**config.mk**
```make
export PLATFORM = sky130hd
export DESIGN_NAME = tube_display_ctrl_flat
export DESIGN_NICKNAME = d
export VERILOG_FILES = /design/src/rtl/tube_pkg.sv /design/src/rtl/tube_display_ctrl_if.sv /design/src/rtl/seg7_decoder.sv /design/src/rtl/tube_display_ctrl.sv /design/src/flat_wrapper.sv
export SDC_FILE = /design/constraint.sdc
export NUM_CORES = 1
export LEC_CHECK = 0
export CAP_MARGIN = 20
export CORE_UTILIZATION = 29
export CTS_CLUSTER_SIZE = 16
export DETAILED_ROUTE_END_ITERATION = 16
export SLEW_MARGIN = 20
export SYNTH_ARGS = -nofsm -noshare
export SYNTH_HDL_FRONTEND = slang
export SYNTH_SLANG_ARGS = --single-unit
```
**constraint.sdc**
```tcl
create_clock -name sysclk -period 4.19 [get_ports sysclk]
set_input_delay 0.6285 -clock sysclk [delete_from_list [all_inputs] [get_ports sysclk]]
set_output_delay 0.6285 -clock sysclk [all_outputs]
set_load 0.01 [all_outputs]
```
**src/rtl/tube_pkg.sv**
```systemverilog
// Shared definitions for the seven-segment tube display controller:
// register offsets, CTRL bit positions, scan FSM states, the shadow
// frame record and the hex-to-segment lookup table.
package tube_pkg;

  localparam logic [31:0] TUBE_DATA_OFS = 32'd0;
  localparam logic [31:0] TUBE_CTRL_OFS = 32'd4;

  localparam int CTRL_EN_BIT = 0;
  localparam int CTRL_DP_LSB = 4;
  localparam int CTRL_DP_MSB = 7;

  typedef enum logic {
    IDLE = 1'b0,
    SCAN = 1'b1
  } tube_state_t;

  // Frame-aligned copy of what is on the tubes: dp[k] and nibble k belong to digit k.
  typedef struct packed {
    logic [3:0]  dp;
    logic [15:0] data;
  } tube_shadow_t;

  // Segment patterns g..a for hex 0..F; element 0 is the pattern for '0'.
  localparam logic [0:15][6:0] SEG7_TABLE = {
    7'h3F, 7'h06, 7'h5B, 7'h4F, 7'h66, 7'h6D, 7'h7D, 7'h07,
    7'h7F, 7'h6F, 7'h77, 7'h7C, 7'h39, 7'h5E, 7'h79, 7'h71
  };

endpackage

```
**src/rtl/tube_display_ctrl_if.sv**
```systemverilog
// CPU data-memory bus slice seen by the tube display peripheral.
interface tube_display_ctrl_if;

  // Bus protocol: there is no valid/ready pair. MemWrite is a one-cycle
  // store strobe sampled on the sysclk edge together with MemBus_Address and
  // MemBus_Write_Data; the slave always accepts. MemRead qualifies a load and
  // Device_Read_Data answers combinationally in the same cycle, 0 when the
  // address does not hit a register or MemRead is low.
  logic [31:0] MemBus_Address;
  logic [31:0] MemBus_Write_Data;
  logic        MemWrite;
  logic        MemRead;
  logic [31:0] Device_Read_Data;

  modport master (
    output MemBus_Address,
    output MemBus_Write_Data,
    output MemWrite,
    output MemRead,
    input  Device_Read_Data
  );

  modport slave (
    input  MemBus_Address,
    input  MemBus_Write_Data,
    input  MemWrite,
    input  MemRead,
    output Device_Read_Data
  );

endinterface

```
**src/rtl/seg7_decoder.sv**
```systemverilog
// Combinational hex nibble to seven-segment (g..a) decoder with a blank input.
module seg7_decoder
  import tube_pkg::*;
(
  input  logic [3:0] nibble,
  input  logic       blank,
  output logic [6:0] seg
);

  // Table lookup, forced dark when blanked.
  always_comb begin
    seg = blank ? 7'h00 : SEG7_TABLE[nibble];
  end

endmodule

```
**src/rtl/tube_display_ctrl.sv**
```systemverilog
// Memory-mapped 4-digit seven-segment display controller.
// DATA at BASE_ADDR, CTRL at BASE_ADDR+4 (EN = bit0, DP for digits 3..0 = bits 7:4).
// Each digit is lit for SCAN_DIV cycles; the value shown is a shadow copy
// refreshed only at frame boundaries so a frame never mixes two values.
// Optional build macro TUBE_LEADING_ZERO_BLANK_EN blanks leading zero digits 3..1.
module tube_display_ctrl
  import tube_pkg::*;
#(
  parameter logic [31:0] BASE_ADDR = 32'h4000_0010,
  parameter int          SCAN_DIV  = 100_000
) (
  input  logic                sysclk,
  input  logic                reset,
  tube_display_ctrl_if.slave  bus,
  output logic [3:0]          tube_select,
  output logic [7:0]          tube_segment,
  output tube_state_t         dbg_state
);

  localparam int                DIV_W    = (SCAN_DIV > 2) ? $clog2(SCAN_DIV) : 1;
  localparam logic [DIV_W-1:0]  DIV_LAST = DIV_W'(SCAN_DIV - 1);

  logic [15:0]      data_r;
  logic [7:0]       ctrl_r;
  logic             hit_data;
  logic             hit_ctrl;
  logic             en;

  tube_state_t      state_q, state_d;
  logic [DIV_W-1:0] div_q, div_d;
  logic [1:0]       digit_q, digit_d;
  tube_shadow_t     shadow_q, shadow_d;
  tube_shadow_t     live_frame;

  logic [3:0]       cur_nibble;
  logic             cur_blank;
  logic [6:0]       cur_seg;
  logic             unused_wdata;

  assign hit_data     = (bus.MemBus_Address == BASE_ADDR + TUBE_DATA_OFS);
  assign hit_ctrl     = (bus.MemBus_Address == BASE_ADDR + TUBE_CTRL_OFS);
  assign en           = ctrl_r[CTRL_EN_BIT];
  assign live_frame   = '{dp: ctrl_r[CTRL_DP_MSB:CTRL_DP_LSB], data: data_r};
  assign dbg_state    = state_q;
  assign unused_wdata = ^{bus.MemBus_Write_Data[31:16], bus.MemBus_Write_Data[3:1]};

  // CPU-visible registers; reserved CTRL bits are stored as zero.
  always_ff @(posedge sysclk or posedge reset) begin
    if (reset) begin
      data_r <= 16'h0;
      ctrl_r <= 8'h00;
    end else if (bus.MemWrite) begin
      if (hit_data) data_r <= bus.MemBus_Write_Data[15:0];
      if (hit_ctrl) ctrl_r <= {bus.MemBus_Write_Data[7:4], 3'b000, bus.MemBus_Write_Data[0]};
    end
  end

  // Side-effect-free load path, zero unless a register is addressed.
  always_comb begin
    bus.Device_Read_Data = 32'h0;
    if (bus.MemRead && hit_data) bus.Device_Read_Data = {16'h0, data_r};
    else if (bus.MemRead && hit_ctrl) bus.Device_Read_Data = {24'h0, ctrl_r};
  end

  // Scan state, divider, digit index and shadow frame registers.
  always_ff @(posedge sysclk or posedge reset) begin
    if (reset) begin
      state_q  <= IDLE;
      div_q    <= '0;
      digit_q  <= 2'd0;
      shadow_q <= '0;
    end else begin
      state_q  <= state_d;
      div_q    <= div_d;
      digit_q  <= digit_d;
      shadow_q <= shadow_d;
    end
  end

  // Scan sequencing: start a frame on EN, advance digits every SCAN_DIV
  // cycles, reload the shadow only when digit 3 hands back to digit 0.
  always_comb begin
    state_d  = state_q;
    div_d    = div_q;
    digit_d  = digit_q;
    shadow_d = shadow_q;
    case (state_q)
      IDLE: begin
        div_d   = '0;
        digit_d = 2'd0;
        if (en) begin
          state_d  = SCAN;
          shadow_d = live_frame;
        end
      end
      SCAN: begin
        if (!en) begin
          state_d = IDLE;
          div_d   = '0;
          digit_d = 2'd0;
        end else if (div_q == DIV_LAST) begin
          div_d   = '0;
          digit_d = digit_q + 2'd1;
          if (digit_q == 2'd3) shadow_d = live_frame;
        end else begin
          div_d = div_q + DIV_W'(1);
        end
      end
      default: state_d = IDLE;
    endcase
  end

  assign cur_nibble = shadow_q.data[{digit_q, 2'b00} +: 4];

`ifdef TUBE_LEADING_ZERO_BLANK_EN
  // A digit above 0 is blank when it and every higher nibble are zero.
  always_comb begin
    cur_blank = 1'b0;
    case (digit_q)
      2'd1:    cur_blank = (shadow_q.data[15:4]  == 12'h0);
      2'd2:    cur_blank = (shadow_q.data[15:8]  == 8'h0);
      2'd3:    cur_blank = (shadow_q.data[15:12] == 4'h0);
      default: cur_blank = 1'b0;
    endcase
  end
`else
  // Leading zeros are shown like any other digit.
  always_comb begin
    cur_blank = 1'b0;
  end
`endif

  seg7_decoder u_seg7_decoder (
    .nibble (cur_nibble),
    .blank  (cur_blank),
    .seg    (cur_seg)
  );

  // Registered tube drive, dark whenever the scanner is idle.
  always_ff @(posedge sysclk or posedge reset) begin
    if (reset) begin
      tube_select  <= 4'b0000;
      tube_segment <= 8'h00;
    end else if (state_q == SCAN) begin
      tube_select  <= 4'b0001 << digit_q;
      tube_segment <= {shadow_q.dp[digit_q], cur_seg};
    end else begin
      tube_select  <= 4'b0000;
      tube_segment <= 8'h00;
    end
  end

endmodule
```
**src/flat_wrapper.sv**
```systemverilog
// flat-port wrapper written by rule: the top's interface ports become plain ports
module tube_display_ctrl_flat import tube_pkg::*;
#(
  parameter logic [31:0] BASE_ADDR = 32'h4000_0010,
  parameter int          SCAN_DIV  = 100_000
)
  (sysclk, reset, tube_select, tube_segment, dbg_state, bus_MemBus_Address, bus_MemBus_Write_Data, bus_MemWrite, bus_MemRead, bus_Device_Read_Data);
  tube_display_ctrl_if bus_i ();
  input  logic sysclk;
  input  logic reset;
  output logic [3:0] tube_select;
  output logic [7:0] tube_segment;
  output tube_state_t dbg_state;
  input wire logic [$bits(bus_i.MemBus_Address)-1:0] bus_MemBus_Address;
  input wire logic [$bits(bus_i.MemBus_Write_Data)-1:0] bus_MemBus_Write_Data;
  input wire logic [$bits(bus_i.MemWrite)-1:0] bus_MemWrite;
  input wire logic [$bits(bus_i.MemRead)-1:0] bus_MemRead;
  output wire logic [$bits(bus_i.Device_Read_Data)-1:0] bus_Device_Read_Data;
  assign bus_i.MemBus_Address = bus_MemBus_Address;
  assign bus_i.MemBus_Write_Data = bus_MemBus_Write_Data;
  assign bus_i.MemWrite = bus_MemWrite;
  assign bus_i.MemRead = bus_MemRead;
  assign bus_Device_Read_Data = bus_i.Device_Read_Data;
  tube_display_ctrl #(.BASE_ADDR(BASE_ADDR), .SCAN_DIV(SCAN_DIV)) u_core (.sysclk(sysclk), .reset(reset), .bus(bus_i), .tube_select(tube_select), .tube_segment(tube_segment), .dbg_state(dbg_state));
endmodule
```
==> flow_metrics.py, run 1 <==
metrics = {
    "status": {
        "run_status": "finished, final reports clean",
    },
    "critical_path": {
        "end_kind": "output port",
        "critical_path.endpoint": "bus_Device_Read_Data[8]",
        "crit_path_start_kind": "primary input",
        "crit_start": "bus_MemBus_Address[6]",
        "critPathKind": "primary input to output port",
        "timing.critical_path.required_ns": 3.56,
        "regToRegStartpoint": "u_core.digit_q[0]",
        "reg2reg_slack_ns": 2.01,
        "reg2regPathDepth": 6,
        "timing.rr.end": "u_core.tube_segment[0]",
        "cp_data_arrival_time_ns": 2.89,
        "crit_fanout": 11,
    },
    "grt": {
        "grt_util_met2_pct": 19.27,
        "grt_antenna_before_repair": 0,
        "global_route.usage.met1_pct": 16.21,
        "grt.overflow.total": 0,
        "number_of_global_route_vias_before_repair": 2706,
        "grt_total_usage_pct": 12.36,
        "grt.busiest_layer": "met2",
        "global_routing_met3_resource_utilization_pct": 2.967,
        "largest_net_degree_at_the_start_of_global_routing": 34,
        "grt_pass1_wl_microns": 13570,
    },
    "power": {
        "power_report.internal_total_mw": 1.288,
        "power-per-cell-area_nw_per_um2": 316.3,
        "share_clk_of_total_power_pct": 51.5,
        "comb_power_share_pct": 4.7,
        "pwr-share-seq_pct": 43.8,
        "power_switching_uw": 323.2,
        "totalPowerFinal_mw": 1.611,
        "peakVddDrop_uv": 172.3,
        "netSwitchingFraction_pct": 20.06,
        "total_leakage_power_nw": 2.186,
    },
    "yosys": {
        "synth-async-reset-ratio_pct": 100.0,
        "yosys_most_used_dff": "dfrtp_1",
        "synthDistinctLibCells": 49,
        "netlist_top_cells_area": "dfrtp_1 (47%), mux2_4 (7.8%), mux2_2 (6.1%)",
        "synth_area_per_cell_sq_um": 12.19,
        "synth-seq-cells": 73,
        "synth_cells": 317,
        "synthDominantCellAreaShare_pct": 47.26,
        "synth_enable_flop_cells": 0,
        "synthDominantAreaCellType": "dfrtp_1",
        "seq_area_frac_synth_pct": 47.26,
        "synth_warn": 0,
        "synthesis.area_sq_um": 3865,
    },
    "route": {
        "routed_wire_length_per_instance_microns": 13.70,
        "first_pass_iters": 4,
        "drtIter0Drc": 105,
        "wl_microns": 7875,
        "drc": 0,
        "drtAntennaViolNets": 0,
        "viasPerCell": 4.543,
        "via_count": 2612,
    },
    "finish": {
        "most-common-layout-cells": "clkdlybuf4s50_1 (80), dfrtp_1 (73), nor2_1 (23), mux2_2 (21), mux2_4 (20)",
        "flow.area_growth_from_synthesis_pct": 31.79,
        "regArea_sq_um": 1827,
        "num_antenna_cells": 0,
        "most_frequent_standard_cell_in_the_layout_excluding_fill_and_tap_cells": "clkdlybuf4s50_1",
        "final.fill_count": 1247,
        "fin_nets": 477,
        "final_layout_size_suffix_gt1_share_pct": 19.11,
        "multi_input_comb_area_sq_um": 1846,
    },
    "timing": {
        "final_max_slew_viol_count": 0,
        "least_margin_pin_slew_ns": 0.7925,
        "sum_neg_setup_slack_ns": 0,
        "fin_skew_ns": 0.008882,
        "finalSetupViolCount": 0,
        "clock.fmax_mhz": 284.4,
        "rsz0062_at_grt": "no",
        "finalCritPeriodShare_pct": 83.91,
        "final_period_minus_worst_setup_slack_ns": 3.516,
        "hold_viol": 0,
        "timing.slew.headroom_pct": 46.76,
    },
    "clock_tree": {
        "clkSinkCount": 73,
        "tritoncts": "built",
        "clk_root_buffer_cell": "clkbuf_16",
        "worst_skew_pair.late_latency_ns": 0.33,
        "hold_buffers": 0,
        "post_cts.resized_instances": 0,
        "clkSlewWorstSetupHoldPaths_ns": 0.06,
        "cts-htree-levels": 3,
        "postCtsSetupBuffers": 0,
        "tritoncts.num_buffers": 9,
        "max-clock-path-buffers": 2,
    },
    "place": {
        "hpwlAfterDp_microns": 5784,
        "portBuffers": 80,
        "globalplace.congestion": 0.8141,
    },
    "die": {
        "rows": 41,
        "floorplan.die_area_sq_um": 13790,
        "initial_utilization_pct": 30.14,
        "area_of_the_core_sq_um": 12820,
        "io_pins": 113,
        "chipWidth_microns": 117.4,
        "dieHeight_microns": 117.4,
    },
    "worst_hold_path": {
        "worst_hold_startpoint": "u_core.ctrl_r[0]",
        "timing.hold.worst.class": "flip-flop to flip-flop",
    },
    "job": {
        "max_cap_violations": 0,
    },
}
[logic make-up after synthesis]
logic type	Yosys count	share of synthesized area, %
fa+ha+maj	11	3.561
mux	54	18.87
buf+inv	40	6.442
other cells	1	0.09703
flops	73	47.26
xor+xnor	13	2.946
simple gates	102	16.12
compound gates	23	4.694
[per-stage QoR]
step / setup WS, ns / cells / instance area (sq um) / utilization [%] / hold WS [ns]
detailed placement: 0.6127 / 559 / 4763 / 37.14 / 0.4828
global route: 0.4500 / 575 / 5094 / 39.72 / 0.5176
CTS: 0.5998 / 575 / 5094 / 39.72 / 0.4859
global placement: 0.6197 / 559 / 4763 / 37.14 / 0.4697
finish: 0.6743 / 575 / 5094 / 39.72 / 0.4836
floorplan: 1.708 / 332 / 3921 / - / 0.4358
[flip-flops by register name, summed over array words and instances, names as in the netlist]
register and count:
u_core.tube_select 4, u_core.shadow_q 20, u_core.digit_q 2, u_core.div_q 17, u_core.tube_segment 8, u_core.data_r 16
u_core.dbg_state 1, u_core.ctrl_r 5
[Yosys cell counts, drive strengths merged (8+ instances only)]
cell type / n
ha: 11
nor2: 23
nand3: 12
and2: 16
inv: 10
nor4: 10
clkbuf: 8
buf: 22
nand4: 8
mux2: 41
mux2i: 8
dfrtp: 73
[how the worst min path moves through the flow]
stage	to	slack (ns)	cells after the start
after global placement	u_core.dbg_state	0.47	0
after CTS	u_core.dbg_state	0.49	0
after global routing	u_core.shadow_q[7]	0.52	1
after floorplan	u_core.dbg_state	0.44	0
after detailed placement	u_core.dbg_state	0.48	0
final	u_core.dbg_state	0.48	0
[final cells by class]
type | instances | share of cell area (%)
multi-input cells | 219 | 36.23
repair buffers | 85 | 16.46
clock buffers | 10 | 4.692
clock inverters | 6 | 1.793
inverters | 10 | 0.7369
well taps | 172 | 4.225
flip-flops and latches | 73 | 35.86
[critical path: stages]
cell and delay [ns]:
clkdlybuf4s50_1 0.44, nor4b_1 0.30, nand4_1 0.26, nor4_1 0.35, buf_4 0.23, and2_1 0.14, clkdlybuf4s50_1 0.53
[layer usage]
layer / vias to the layer above / part of all wire (%)
met4: 0 / 2.3
li1: 1268 / -
met5: - / 0
met3: 15 / 4.2
met1: 1251 / 48
met2: 78 / 46
[power by group through the flow]
stage               clock, mW  combinational [mW]  sequential [mW]
floorplan                   0              0.0330            0.718
global placement            0              0.0762            0.718
detailed placement          0              0.0777            0.718
CTS                     0.850              0.0777            0.705
global route            0.878              0.0836            0.705
finish                  0.830              0.0764            0.705
No activity file was read; power rests on OpenSTA's default activity.
==> run 2, diff against run 1 <==
clock period = 2.86 ns   (was 4.19 ns; I/O delays follow)
==> run 2 against run 1 <==
Effect of this change:
- highest routed layer unchanged
- via count is 0.11% higher
- critical endpoint is now bus_Device_Read_Data[4]
- setup slack got worse by 0.53 ns
- utilization rose by 0.69 points
- total power up 51%
- combinational power rose by 51%
- critical path depth unchanged
==> flow_metrics.py, run 2 (same netlist as run 1, synthesis figures left out) <==
metrics = {
    "place": {
        "hpwlAfterDp_microns": 5786,
        "dpl_worst_slack_ns": -0.1944,
        "portBuffers": 80,
        "globalplace.congestion": 0.7809,
    },
    "route": {
        "drtIter0Drc": 149,
        "wl_microns": 7948,
        "drtAntennaViolNets": 0,
        "routed_wire_length_per_instance_microns": 13.66,
        "viasPerCell": 4.493,
        "drc": 0,
        "via_count": 2615,
        "first_pass_iters": 4,
    },
    "critical_path": {
        "crit_path_start_kind": "primary input",
        "critical_path.endpoint": "bus_Device_Read_Data[4]",
        "reg2regPathDepth": 5,
        "timing.rr.end": "u_core.shadow_q[9]",
        "cp_data_arrival_time_ns": 2.29,
        "regToRegStartpoint": "u_core.div_q[8]",
        "critPathKind": "primary input to output port",
        "crit_start": "bus_MemBus_Address[12]",
        "end_kind": "output port",
        "timing.critical_path.required_ns": 2.43,
        "reg2reg_slack_ns": 0.76,
        "crit_fanout": 5,
    },
    "finish": {
        "final_core_utilization_pct": 40.41,
        "largest_register_ffs": 20,
        "largest-register": "u_core.shadow_q",
        "num_antenna_cells": 0,
        "reg_top3": "u_core.shadow_q x20, u_core.div_q x17, u_core.data_r x16",
        "final_layout_size_suffix_gt1_share_pct": 21.46,
        "flow.area_growth_from_synthesis_pct": 34.09,
        "most_frequent_standard_cell_in_the_layout_excluding_fill_and_tap_cells": "dfrtp_1",
        "fin_nets": 484,
        "most-common-layout-cells": "dfrtp_1 (73), clkdlybuf4s50_1 (64), nor2_1 (23), mux2_2 (21), mux2_4 (20)",
    },
    "grt": {
        "grt_util_met2_pct": 19.42,
        "grt_antenna_before_repair": 0,
        "largest_net_degree_at_the_start_of_global_routing": 46,
        "grt_total_usage_pct": 12.58,
        "global_routing_met3_resource_utilization_pct": 4.183,
        "number_of_global_route_vias_before_repair": 2686,
        "grt.busiest_layer": "met2",
        "grt.overflow.total": 0,
        "global_route.usage.met1_pct": 16.06,
        "grt_pass1_wl_microns": 13660,
    },
    "clock_tree": {
        "clkSinkCount": 73,
        "clk_root_buffer_cell": "clkbuf_16",
        "tritoncts": "built",
        "worst_skew_pair.late_latency_ns": 0.33,
        "cts-htree-levels": 3,
        "max-clock-path-buffers": 2,
        "clkSlewWorstSetupHoldPaths_ns": 0.05,
        "tritoncts.num_buffers": 9,
    },
    "timing": {
        "timing.slew.headroom_pct": 59.12,
        "finalSetupViolCount": 0,
        "final_max_slew_viol_count": 0,
        "clock.fmax_mhz": 368.2,
        "rsz0062_at_grt": "no",
        "final_period_minus_worst_setup_slack_ns": 2.716,
        "finalCritPeriodShare_pct": 94.95,
        "hold_viol": 0,
        "setup_ws_ns": 0.1444,
        "least_margin_pin_slew_ns": 0.6123,
        "fin_skew_ns": 0.006889,
    },
    "die": {
        "io_pins": 113,
        "chipWidth_microns": 117.4,
        "rows": 41,
        "area_of_the_core_sq_um": 12820,
        "floorplan.die_area_sq_um": 13790,
        "dieHeight_microns": 117.4,
        "initial_utilization_pct": 30.14,
    },
    "status": {
        "run_status": "finished, final reports clean",
    },
    "worst_hold_path": {
        "worst_hold_startpoint": "u_core.ctrl_r[0]",
        "timing.hold.worst.class": "flip-flop to flip-flop",
    },
    "job": {
        "max_cap_violations": 0,
    },
    "power": {
        "power-per-cell-area_nw_per_um2": 468.6,
        "totalPowerFinal_mw": 2.429,
        "total_leakage_power_nw": 2.298,
        "peakVddDrop_uv": 264.1,
    },
}
## run 2: critical path, cell delays in order
cell             delay, ns
clkdlybuf4s50_1       0.41
nor4_1                0.29
nand4_1               0.19
buf_4                 0.18
or3_4                 0.39
nor2_1                0.11
dlygate4sd2_1         0.28
## run 2: worst min path at each step
stage / endpoint / cells after the start
2_1_floorplan: u_core.dbg_state / 0
3_3_place_gp: u_core.dbg_state / 0
3_5_place_dp: u_core.dbg_state / 0
4_1_cts: u_core.dbg_state / 0
5_1_grt: u_core.shadow_q[1] / 1
6_report: u_core.dbg_state / 0
## run 2: timing repair
item                                    CTS  global route
cloned                                    0             0
hold buffers                              0             0
setup buffers                             2             0
resized for setup                        19             6
endpoints found under the setup margin   16            16
## run 2: per-stage QoR
step | hold slack [ns] | area [sq um] | instances | setup TNS [ns]
global placement | 0.4712 | 4813 | 564 | -2.762
CTS | 0.4977 | 5170 | 582 | 0
finish | 0.4950 | 5182 | 582 | 0
detailed placement | 0.4822 | 4813 | 564 | -2.345
global route | 0.5252 | 5182 | 582 | 0
floorplan | 0.4358 | 3921 | 332 | 0
## run 2: report_power, final
part | total (mW) | internal [mW] | switching (mW) | leakage [nW]
logic | 0.115 | 0.0684 | 0.0470 | 1.12
clock network | 1.28 | 0.851 | 0.429 | 0.162
registers | 1.03 | 1.03 | 0.00000000299 | 1.02
total | 2.43 | 1.95 | 0.476 | 2.30
## run 2: metal layers
| layer | up-vias | wire (microns) |
|---|---|---|
| met3 | 10 | 332 |
| met4 | 0 | 129 |
| met2 | 63 | 3761 |
| met1 | 1262 | 3725 |
| met5 | - | 0 |
| li1 | 1280 | - |
## run 2: layout make-up
class                           instances  area (sq um)
Multi-Input combinational cell        219          1869
Inverter                               10         37.54
Clock buffer                            9         225.2
Timing Repair Buffer                   92         889.6
Clock inverter                          7         118.9
Tap cell                              172         215.2
Sequential cell                        73          1827
Fill cell                            1267          7642
==> run 3, diff against run 2 <==
SLEW_MARGIN = default   (was 20)
==> results of run 3 <==
Final layout, timing and power as in run 2 (identical DEF).
